<file path="src/rtl/psram_burst_ctrl_if.sv">
// Bus bundle between a burst master (FML side) and the PSRAM burst controller,
// including the PSRAM pin-level signals the controller drives and samples.
interface psram_burst_ctrl_if #(
    parameter int ADDR_W = 23
);
    logic              ready;
    logic [ADDR_W-1:0] fml_adr;
    logic              fml_stb;
    logic              fml_we;
    logic [3:0]        fml_sel;
    logic [31:0]       fml_di;
    logic [31:0]       fml_do;
    logic              fml_ack;
    logic              err;
    logic              mem_clk_en;
    logic [ADDR_W-1:0] mem_addr;
    logic [15:0]       mem_dq_i;
    logic [15:0]       mem_dq_o;
    logic              mem_dq_oe;
    logic [1:0]        mem_be_n;
    logic              mem_we_n;
    logic              mem_oe_n;
    logic              mem_ce_n;
    logic              mem_adv_n;
    logic              mem_cre;
    logic              mem_wait;

    modport slave (
        output ready, fml_do, fml_ack, err,
        output mem_clk_en, mem_addr, mem_dq_o, mem_dq_oe, mem_be_n,
        output mem_we_n, mem_oe_n, mem_ce_n, mem_adv_n, mem_cre,
        input  fml_adr, fml_stb, fml_we, fml_sel, fml_di,
        input  mem_dq_i, mem_wait
    );

    modport master (
        input  ready, fml_do, fml_ack, err,
        input  mem_clk_en, mem_addr, mem_dq_o, mem_dq_oe, mem_be_n,
        input  mem_we_n, mem_oe_n, mem_ce_n, mem_adv_n, mem_cre,
        output fml_adr, fml_stb, fml_we, fml_sel, fml_di,
        output mem_dq_i, mem_wait
    );
endinterface

</file>
<file path="src/rtl/psram_burst_ctrl.sv">
// Synchronous-burst PSRAM controller: power-up wait, BCR programming, then
// 32-bit FML bursts split into pairs of 16-bit memory words with wait timeout.
module psram_burst_ctrl #(
    parameter int                ADDR_W       = 23,
    parameter int                BURST        = 4,
    parameter int                STARTUP_CYC  = 15000,
    parameter logic [ADDR_W-1:0] BCR_VAL      = ADDR_W'(23'h10_1D1F),
    parameter int                BCR_WE_CYC   = 6,
    parameter int                WAIT_TIMEOUT = 64
) (
    input logic              clk,
    input logic              rst,
    psram_burst_ctrl_if.slave bus
);
    localparam int CNT_MAX = (STARTUP_CYC > BCR_WE_CYC) ? STARTUP_CYC : BCR_WE_CYC;
    localparam int CNT_W   = $clog2(CNT_MAX + 1);
    localparam int WIDX_W  = $clog2(2 * BURST);
    localparam int TO_W    = $clog2(WAIT_TIMEOUT + 1);
    localparam logic [WIDX_W-1:0] W_LAST = WIDX_W'(2 * BURST - 1);

    typedef enum logic [3:0] {
        ST_STARTUP, ST_BCR_ADV, ST_BCR_HOLD, ST_BCR_WE, ST_IDLE,
        ST_RD_ADDR, ST_RD_XFER, ST_WR_ADDR, ST_WR_XFER, ST_DONE
    } state_t;

    state_t            state_q, state_d;
    logic [CNT_W-1:0]  cnt_q, cnt_d;
    logic [WIDX_W-1:0] w_q, w_d;
    logic [TO_W-1:0]   to_q, to_d;
    logic [ADDR_W-1:0] addr_q, addr_d;
    logic [31:0]       wdata_q, wdata_d;
    logic [3:0]        wsel_q, wsel_d;
    logic [15:0]       hold_q, hold_d;
    logic [31:0]       do_q, do_d;
    logic              rd_ack_q, rd_ack_d;
    logic              ready_q, ready_d;

    logic              wr_ack;
    logic              err_pulse;
    logic              clk_en;
    logic [ADDR_W-1:0] mem_addr;
    logic [15:0]       dq_o;
    logic              dq_oe;
    logic [1:0]        be_n;
    logic              we_n, oe_n, ce_n, adv_n, cre;

    always_ff @(posedge clk) begin
        if (rst) begin
            state_q  <= ST_STARTUP;
            cnt_q    <= '0;
            w_q      <= '0;
            to_q     <= '0;
            addr_q   <= '0;
            wdata_q  <= '0;
            wsel_q   <= '0;
            hold_q   <= '0;
            do_q     <= '0;
            rd_ack_q <= 1'b0;
            ready_q  <= 1'b0;
        end else begin
            state_q  <= state_d;
            cnt_q    <= cnt_d;
            w_q      <= w_d;
            to_q     <= to_d;
            addr_q   <= addr_d;
            wdata_q  <= wdata_d;
            wsel_q   <= wsel_d;
            hold_q   <= hold_d;
            do_q     <= do_d;
            rd_ack_q <= rd_ack_d;
            ready_q  <= ready_d;
        end
    end

    always_comb begin
        state_d   = state_q;
        cnt_d     = cnt_q;
        w_d       = w_q;
        to_d      = '0;
        addr_d    = addr_q;
        wdata_d   = wdata_q;
        wsel_d    = wsel_q;
        hold_d    = hold_q;
        do_d      = do_q;
        rd_ack_d  = 1'b0;
        ready_d   = ready_q;
        wr_ack    = 1'b0;
        err_pulse = 1'b0;
        clk_en    = 1'b0;
        mem_addr  = '0;
        dq_o      = '0;
        dq_oe     = 1'b0;
        be_n      = 2'b11;
        we_n      = 1'b1;
        oe_n      = 1'b1;
        ce_n      = 1'b1;
        adv_n     = 1'b1;
        cre       = 1'b0;

        unique case (state_q)
            ST_STARTUP: begin
                cnt_d = cnt_q + CNT_W'(1);
                if (cnt_q == CNT_W'(STARTUP_CYC - 1)) begin
                    cnt_d   = '0;
                    state_d = ST_BCR_ADV;
                end
            end
            ST_BCR_ADV: begin
                ce_n     = 1'b0;
                adv_n    = 1'b0;
                cre      = 1'b1;
                mem_addr = BCR_VAL;
                state_d  = ST_BCR_HOLD;
            end
            ST_BCR_HOLD: begin
                ce_n     = 1'b0;
                cre      = 1'b1;
                mem_addr = BCR_VAL;
                cnt_d    = '0;
                state_d  = ST_BCR_WE;
            end
            ST_BCR_WE: begin
                ce_n     = 1'b0;
                we_n     = 1'b0;
                mem_addr = BCR_VAL;
                cnt_d    = cnt_q + CNT_W'(1);
                if (cnt_q == CNT_W'(BCR_WE_CYC - 1)) begin
                    cnt_d   = '0;
                    ready_d = 1'b1;
                    state_d = ST_IDLE;
                end
            end
            ST_IDLE: begin
                clk_en = 1'b1;
                if (bus.fml_stb) begin
                    addr_d = bus.fml_adr;
                    w_d    = '0;
                    if (bus.fml_we) begin
                        wdata_d = bus.fml_di;
                        wsel_d  = bus.fml_sel;
                        wr_ack  = 1'b1;
                        state_d = ST_WR_ADDR;
                    end else begin
                        state_d = ST_RD_ADDR;
                    end
                end
            end
            ST_RD_ADDR, ST_WR_ADDR: begin
                clk_en   = 1'b1;
                ce_n     = 1'b0;
                adv_n    = 1'b0;
                we_n     = (state_q == ST_WR_ADDR) ? 1'b0 : 1'b1;
                mem_addr = addr_q;
                state_d  = (state_q == ST_WR_ADDR) ? ST_WR_XFER : ST_RD_XFER;
            end
            ST_RD_XFER, ST_WR_XFER: begin
                clk_en = 1'b1;
                ce_n   = 1'b0;
                if (state_q == ST_RD_XFER) begin
                    oe_n = 1'b0;
                end else begin
                    dq_oe = 1'b1;
                    dq_o  = w_q[0] ? wdata_q[31:16] : wdata_q[15:0];
                    be_n  = w_q[0] ? ~wsel_q[3:2] : ~wsel_q[1:0];
                end
                // A stalled word holds the index; a long enough stall aborts the burst.
                if (bus.mem_wait) begin
                    if (to_q == TO_W'(WAIT_TIMEOUT - 1)) begin
                        err_pulse = 1'b1;
                        state_d   = ST_DONE;
                    end else begin
                        to_d = to_q + TO_W'(1);
                    end
                end else begin
                    if (state_q == ST_RD_XFER) begin
                        if (!w_q[0]) begin
                            hold_d = bus.mem_dq_i;
                        end else begin
                            do_d     = {bus.mem_dq_i, hold_q};
                            rd_ack_d = 1'b1;
                        end
                    end else if (w_q[0] && (w_q != W_LAST)) begin
                        wdata_d = bus.fml_di;
                        wsel_d  = bus.fml_sel;
                        wr_ack  = 1'b1;
                    end
                    if (w_q == W_LAST) begin
                        state_d = ST_DONE;
                    end else begin
                        w_d = w_q + WIDX_W'(1);
                    end
                end
            end
            ST_DONE: begin
                clk_en  = 1'b1;
                state_d = ST_IDLE;
            end
            default: begin
                state_d = ST_STARTUP;
            end
        endcase
    end

    assign bus.ready      = ready_q;
    assign bus.fml_do     = do_q;
    assign bus.fml_ack    = rd_ack_q | wr_ack;
    assign bus.err        = err_pulse;
    assign bus.mem_clk_en = clk_en;
    assign bus.mem_addr   = mem_addr;
    assign bus.mem_dq_o   = dq_o;
    assign bus.mem_dq_oe  = dq_oe;
    assign bus.mem_be_n   = be_n;
    assign bus.mem_we_n   = we_n;
    assign bus.mem_oe_n   = oe_n;
    assign bus.mem_ce_n   = ce_n;
    assign bus.mem_adv_n  = adv_n;
    assign bus.mem_cre    = cre;
endmodule

</file>
<file path="src/flat_wrapper.sv">
// flat-port wrapper written by rule: the top's interface ports become plain ports
module psram_burst_ctrl_flat 
#(
    parameter int                ADDR_W       = 23,
    parameter int                BURST        = 4,
    parameter int                STARTUP_CYC  = 15000,
    parameter logic [ADDR_W-1:0] BCR_VAL      = ADDR_W'(23'h10_1D1F),
    parameter int                BCR_WE_CYC   = 6,
    parameter int                WAIT_TIMEOUT = 64
)
  (clk, rst, bus_ready, bus_fml_do, bus_fml_ack, bus_err, bus_mem_clk_en, bus_mem_addr, bus_mem_dq_o, bus_mem_dq_oe, bus_mem_be_n, bus_mem_we_n, bus_mem_oe_n, bus_mem_ce_n, bus_mem_adv_n, bus_mem_cre, bus_fml_adr, bus_fml_stb, bus_fml_we, bus_fml_sel, bus_fml_di, bus_mem_dq_i, bus_mem_wait);
  psram_burst_ctrl_if #(.ADDR_W(ADDR_W)) bus_i ();
  input logic clk;
  input logic rst;
  output wire logic [$bits(bus_i.ready)-1:0] bus_ready;
  output wire logic [$bits(bus_i.fml_do)-1:0] bus_fml_do;
  output wire logic [$bits(bus_i.fml_ack)-1:0] bus_fml_ack;
  output wire logic [$bits(bus_i.err)-1:0] bus_err;
  output wire logic [$bits(bus_i.mem_clk_en)-1:0] bus_mem_clk_en;
  output wire logic [$bits(bus_i.mem_addr)-1:0] bus_mem_addr;
  output wire logic [$bits(bus_i.mem_dq_o)-1:0] bus_mem_dq_o;
  output wire logic [$bits(bus_i.mem_dq_oe)-1:0] bus_mem_dq_oe;
  output wire logic [$bits(bus_i.mem_be_n)-1:0] bus_mem_be_n;
  output wire logic [$bits(bus_i.mem_we_n)-1:0] bus_mem_we_n;
  output wire logic [$bits(bus_i.mem_oe_n)-1:0] bus_mem_oe_n;
  output wire logic [$bits(bus_i.mem_ce_n)-1:0] bus_mem_ce_n;
  output wire logic [$bits(bus_i.mem_adv_n)-1:0] bus_mem_adv_n;
  output wire logic [$bits(bus_i.mem_cre)-1:0] bus_mem_cre;
  input wire logic [$bits(bus_i.fml_adr)-1:0] bus_fml_adr;
  input wire logic [$bits(bus_i.fml_stb)-1:0] bus_fml_stb;
  input wire logic [$bits(bus_i.fml_we)-1:0] bus_fml_we;
  input wire logic [$bits(bus_i.fml_sel)-1:0] bus_fml_sel;
  input wire logic [$bits(bus_i.fml_di)-1:0] bus_fml_di;
  input wire logic [$bits(bus_i.mem_dq_i)-1:0] bus_mem_dq_i;
  input wire logic [$bits(bus_i.mem_wait)-1:0] bus_mem_wait;
  assign bus_ready = bus_i.ready;
  assign bus_fml_do = bus_i.fml_do;
  assign bus_fml_ack = bus_i.fml_ack;
  assign bus_err = bus_i.err;
  assign bus_mem_clk_en = bus_i.mem_clk_en;
  assign bus_mem_addr = bus_i.mem_addr;
  assign bus_mem_dq_o = bus_i.mem_dq_o;
  assign bus_mem_dq_oe = bus_i.mem_dq_oe;
  assign bus_mem_be_n = bus_i.mem_be_n;
  assign bus_mem_we_n = bus_i.mem_we_n;
  assign bus_mem_oe_n = bus_i.mem_oe_n;
  assign bus_mem_ce_n = bus_i.mem_ce_n;
  assign bus_mem_adv_n = bus_i.mem_adv_n;
  assign bus_mem_cre = bus_i.mem_cre;
  assign bus_i.fml_adr = bus_fml_adr;
  assign bus_i.fml_stb = bus_fml_stb;
  assign bus_i.fml_we = bus_fml_we;
  assign bus_i.fml_sel = bus_fml_sel;
  assign bus_i.fml_di = bus_fml_di;
  assign bus_i.mem_dq_i = bus_mem_dq_i;
  assign bus_i.mem_wait = bus_mem_wait;
  psram_burst_ctrl #(.ADDR_W(ADDR_W), .BURST(BURST), .STARTUP_CYC(STARTUP_CYC), .BCR_VAL(BCR_VAL), .BCR_WE_CYC(BCR_WE_CYC), .WAIT_TIMEOUT(WAIT_TIMEOUT)) u_core (.clk(clk), .rst(rst), .bus(bus_i));
endmodule
</file>
<file path="config.mk">
export PLATFORM = sky130hd
export DESIGN_NAME = psram_burst_ctrl_flat
export DESIGN_NICKNAME = d
export VERILOG_FILES = /design/src/rtl/psram_burst_ctrl_if.sv /design/src/rtl/psram_burst_ctrl.sv /design/src/flat_wrapper.sv
export SDC_FILE = /design/constraint.sdc
export NUM_CORES = 1
export LEC_CHECK = 0
export BUFFER_PORTS_ARGS = -buffer_cell sky130_fd_sc_hd__buf_4
export CORE_ASPECT_RATIO = 2
export CORE_UTILIZATION = 30
export CTS_CLUSTER_SIZE = 24
export DETAILED_ROUTE_END_ITERATION = 16
export SLEW_MARGIN = 20
export SYNTH_ARGS = -nofsm -noshare
export SYNTH_HDL_FRONTEND = slang
export SYNTH_SLANG_ARGS = --single-unit
</file>
<file path="constraint.sdc">
create_clock -name clk -period 2.5 [get_ports clk]
set_clock_uncertainty 0.15 [all_clocks]
set_input_delay 0.5 -clock clk [delete_from_list [all_inputs] [get_ports clk]]
set_output_delay 0.5 -clock clk [all_outputs]
set_load 0.01 [all_outputs]
</file>
; After elaboration in Yosys (flattened, before gate mapping)
; Index checks and enable logic that the tools add are counted.
[totals]
ff_bits = 137
elab_cells = 119
output_inout_bits = 83
in_bits = 80
[op_classes]
n_reduce_logical = 20
n_eq_ne = 24
add_sub_neg = 3
bitwise = 7
muxes = 54
[op_table]
columns = cell, n
row1 = 2-to-1 mux 32 bit, 5
row2 = case mux 32 bit (2 select lines), 1
row3 = 2-to-1 mux 16 bit, 3
row4 = 2-to-1 mux 4 bit, 12
row5 = case mux 23 bit (2 select lines), 1
row6 = case mux 14 bit (3 select lines), 1
row7 = case mux 4 bit (8 select lines), 1
row8 = 2-to-1 mux 14 bit, 2
row9 = 2-to-1 mux 1 bit, 17
row10 = == test 4 x 3 -> 1 bit (second input constant), 4
row11 = adder 14 x 1 -> 14 bit (second input constant), 1
row12 = == test 14 bit (second input constant), 1
row13 = == test 14 x 3 -> 1 bit (second input constant), 1
row14 = AND reduction 4 bit, 3
row15 = != test 2 bit (second input constant), 5
row16 = 2-to-1 mux 3 bit, 3
row17 = == test 4 x 2 -> 1 bit (second input constant), 2
row18 = == test 4 bit (second input constant), 2
row19 = 2-to-1 mux 2 bit, 4
row20 = case mux 4 bit (2 select lines), 1
row21 = OR reduction 4 bit, 2
row22 = adder 7 x 1 -> 7 bit (second input constant), 1
row23 = == test 7 x 6 -> 1 bit (second input constant), 1
row24 = OR reduction 7 bit, 1
row25 = other kinds (21), 33

; Logic depth before layout (Yosys ltp)
[logic_depth]
ltp_word = 7
ltp_mapped = 9
ltp_nobuf = 7

; Worst setup path before layout
; OpenSTA, ideal clock, no wires.
[synth_timing]
path_type = reg-to-output
from = register u_core.state_q[2]
to = output bus_mem_dq_o[10]
path_stages_with_launch = 6
arrival_time_ns = 1.480
setup_slack_ns = 0.370
path_buffers = 3
required_ns = 1.850
cell_sequence = dfxtp_1 -> buf_6 -> or4b_4 -> buf_2 -> buf_1 -> nor2_1
[synth_between]
elab_chain_len = 3
word_cells_on_any_way = 5
classes_between = eq/ne (2) / mux (2) / reduce/logical (1)
[synth_lines]
columns = element, line_no
row1 = start: declaration, psram_burst_ctrl.sv:26  ; state_t state_q, state_d;
row2 = start signal: assignment, psram_burst_ctrl.sv:61  ; state_q <= state_d;
row3 = == test 4 x 3 -> 1 bit or == test 4 bit (tied branches), "psram_burst_ctrl.sv:100, psram_burst_ctrl.sv:159"
row4 = 2-to-1 mux 16 bit or OR reduction 2 bit (tied branches), "psram_burst_ctrl.sv:159, psram_burst_ctrl.sv:100"
row5 = 2-to-1 mux 16 bit *, psram_burst_ctrl.sv:100  ; unique case (state_q)
row6 = end: declaration, flat_wrapper.sv:21  ; output wire logic [$bits(bus_i.mem_dq_o)-1:0] bus_mem_dq_o;
; Mark *: on every way between the ends. The rest lies on a longest branch, timed or not.

; Worst setup path after layout
[layout_timing]
from = register u_core.state_q[3]
to = output bus_mem_dq_o[4]
; Same word-level chain as after synthesis.

==> results.md <==
- Met3 Use GR: approximately 3.4%
- Vias per inst: 4.665
- Antenna violations before repair: 0
- Min Tclk post-route: between 2000 and 2500 ps
- Count of cell types in the netlist: 51
- Clock slew seen by the registers of the worst setup and hold paths: 60 ps
- Worst setup path startpoint: u_core.state_q[3]
- Hpwl dp: 10.92 mm
- Met1 Use GR: about 17%
- Starting DRT DRC Count: 168
- Most common cell after layout, fill and taps aside: nand2_1
- WP data required: 1850 ps
- Crit. End Element: output pin
- Number of remaining DRC errors: 0
- GRT Residual Overflow: 0
- VDD IR max: about 400 uV
- Syn_nets: 824
- R2r setup slk: 300 ps
- Post-placement cell area: 7292 sq um
- Worst slack, placed: 297.7 ps
- Setup Fix Bufs, Post-CTS: 0
- # port buffers: 162
- Least-Margin Pin Slew: 676.9 ps
- Inserted Clock Buffers: 17
- WL final: between 15 and 20 mm
- Area delta synth->final: 36.94%
- FP Rows: 71
- CTS root buf: clkbuf_16
- Starting Density: between 30 and 40%
- GRT Total Usage: 16.12%
- Met2 layer usage reported by global route: a little under a third
- Final Hold Fails: 0
- Avg Cell Area, Syn: 7.856 sq um
- Power Dens Cells: 682.1 nW/um^2
- Worst skew pair latency: 420 ps
- Crit Path Class: flip-flop to output pin
- # setup viols final: 0
- # diodes: 0
- Worst Hold Launch: bus_fml_adr[22]
- Reg-to-reg startpoint: u_core.to_q[0]
- HP Class: primary input to flip-flop
- Post-synthesis sequential area ratio: between 40% and 50%
- Async S/R FF share, synth: 0%
- First-pass GRT wire length: 25.07 mm
- Die W: 100.4 um
- CTS tree: done
- Worst-path fanout max: 17
- Max Cap Viol: 0
- Number of instances in the placed design: 1,124
- Most frequent cells in the layout: nand2_1 (225), buf_4 (176), dfxtp_1 (136)
- Area of the mapped netlist: 5806 sq um
- Die area: 19,950 sq um
- Peak Freq: 405.6 MHz
- EDFF count, synth: 0
- Largest net degree at the start of global routing: 62
- CTS H-Tree Depth: 4
- Slew Viols, Final: 0
- Vias in the first global route: about 5,200
- Vias: 5,388
- Final instance area: 7950 sq um
- Tcrit/Tclk final: 98.62%
- Slew HR: 54.57%
- Drt wl/cell: between 10 and 15 um
- Clock Sinks: 137
- Main synth FF type: dfxtp_1
- Number of synthesized register bits: 137
- Startpoint types: flip-flop
- I/O pin cnt: 163
- RSZ-0062 raised after global routing: true
- Post-synthesis cell count: roughly 740
- Final cell count without fillers: 1,155
- CTS max path bufs: 2
- NumNets Final: 973
- Synth warn: 0
- R2R Path End: u_core.state_q[3]
- Placer Congestion: 0.8116
- Pleak: approximately 3.1 nW
- FF-to-FF path depth: 6
- Status: completed
- Vert. Die Dim: 198.7 um
- Core area: 18,920 sq um
- Routed Antenna Nets: 0
- Post-layout worst setup margin: 34.53 ps
- Layout cells sized above 1: 26.22%
- First-pass DRT Iterations: 6
- Gr busiest metal: met2
- End of the worst hold path: u_core.addr_q[22]
- Crit path DAT: roughly 1800 ps
- Hold Path Stages: 3
-- registers in the layout (all words and copies together) (netlist names) --
| name | cells |
|---|---|
| u_core.bus.fml_do | 32 |
| u_core.wdata_q | 32 |
| u_core.addr_q | 23 |
| u_core.hold_q | 16 |
| u_core.cnt_q | 14 |
| u_core.to_q | 7 |
| u_core.state_q | 4 |
| u_core.wsel_q | 4 |
| u_core.w_q | 3 |
| u_core.bus.ready | 1 |
| u_core.rd_ack_q | 1 |
-- logic make-up (layout without fill, tap and decap cells) --
kind of cell | count (synthesis) | count (layout) | share of synthesized area (%)
and+or+nand+nor | 353 | 353 | 27.13
buffers and inverters | 62 | 223 | 4.612
DFF | 137 | 137 | 47.24
AOI/OAI and AO/OA | 148 | 148 | 14.35
muxes | 19 | 19 | 3.319
adders and majority gates | 5 | 5 | 1.078
xor gates and xnor gates | 15 | 15 | 2.263
-- cells in the mapped netlist, types with 4 or more instances --
cell,instances,area [sq um]
a21o_1,11,82.58
a21oi_1,115,575.6
a22oi_1,5,37.54
and2_1,6,37.54
and3_1,20,125.1
buf_2,7,35.03
buf_4,5,37.54
clkbuf_1,36,135.1
dfxtp_1,137,2743
ha_1,5,62.56
inv_1,9,33.78
mux2i_1,17,170.2
nand2_1,225,844.6
nand2b_1,5,31.28
nand3_1,8,40.04
nand4_1,7,43.79
nor2_1,49,183.9
nor3_1,7,35.03
or3_1,4,25.02
xnor2_1,6,52.55
xor2_1,9,78.83
-- critical path, stage by stage (launching register included) --
cell and delay (ps):
dfxtp_4 390, or4b_4 540, buf_12 190, nor2_2 140
buf_4 140
-- layer usage --
metal | vias to the layer above | wire length, um
met1 | 2477 | 6309
li1 | 2754 | -
met5 | - | 0
met2 | 135 | 8561
met4 | 0 | 366
met3 | 22 | 584
-- final cells by class --
| class | instances | area (sq um) |
|---|---|---|
| inverters | 11 | 41.29 |
| multi-input cells | 540 | 2854 |
| clock buffers | 19 | 432.9 |
| flip-flops and latches | 137 | 2746 |
| fillers | 1993 | 10970 |
| well taps | 255 | 319.1 |
| repair buffers | 181 | 1404 |
| clock inverters | 12 | 152.6 |
-- how the worst max path moves through the flow --
stage	end	slack, ps	cells past startpoint
CTS	bus_fml_ack	-30	6
finish	bus_mem_dq_o[4]	30	4
global route	bus_mem_dq_o[15]	-20	4
detailed placement	bus_mem_dq_o[4]	300	4
floorplan	bus_mem_dq_o[10]	370	5
global placement	u_core.state_q[3]	300	6
-- per-stage QoR --
stage	utilization [%]	power (W)	TNS (ps)	hold slack, ps
5_1_grt	42.02	0.005657	-197.0	164.4
3_5_place_dp	38.54	0.002963	0	292.0
4_1_cts	41.72	0.005507	-29.55	149.0
2_1_floorplan	-	0.002666	0	263.2
3_3_place_gp	38.54	0.002964	0	272.1
6_report	42.02	0.005423	0	172.9
-- repair_timing --
item / in CTS / in global routing
gates resized for setup: 7 / 14
hold buffers: 0 / 0
pin swaps: 0 / 1
endpoints found under the setup margin: 32 / 9
-- where the power goes --
part           internal [W]  switching (W)  total, W
registers           0.00223      0.0000370   0.00227
logic              0.000310       0.000342  0.000652
clock network       0.00156       0.000944   0.00250
total               0.00410        0.00132   0.00542
Power figures use the tool's default switching activity.
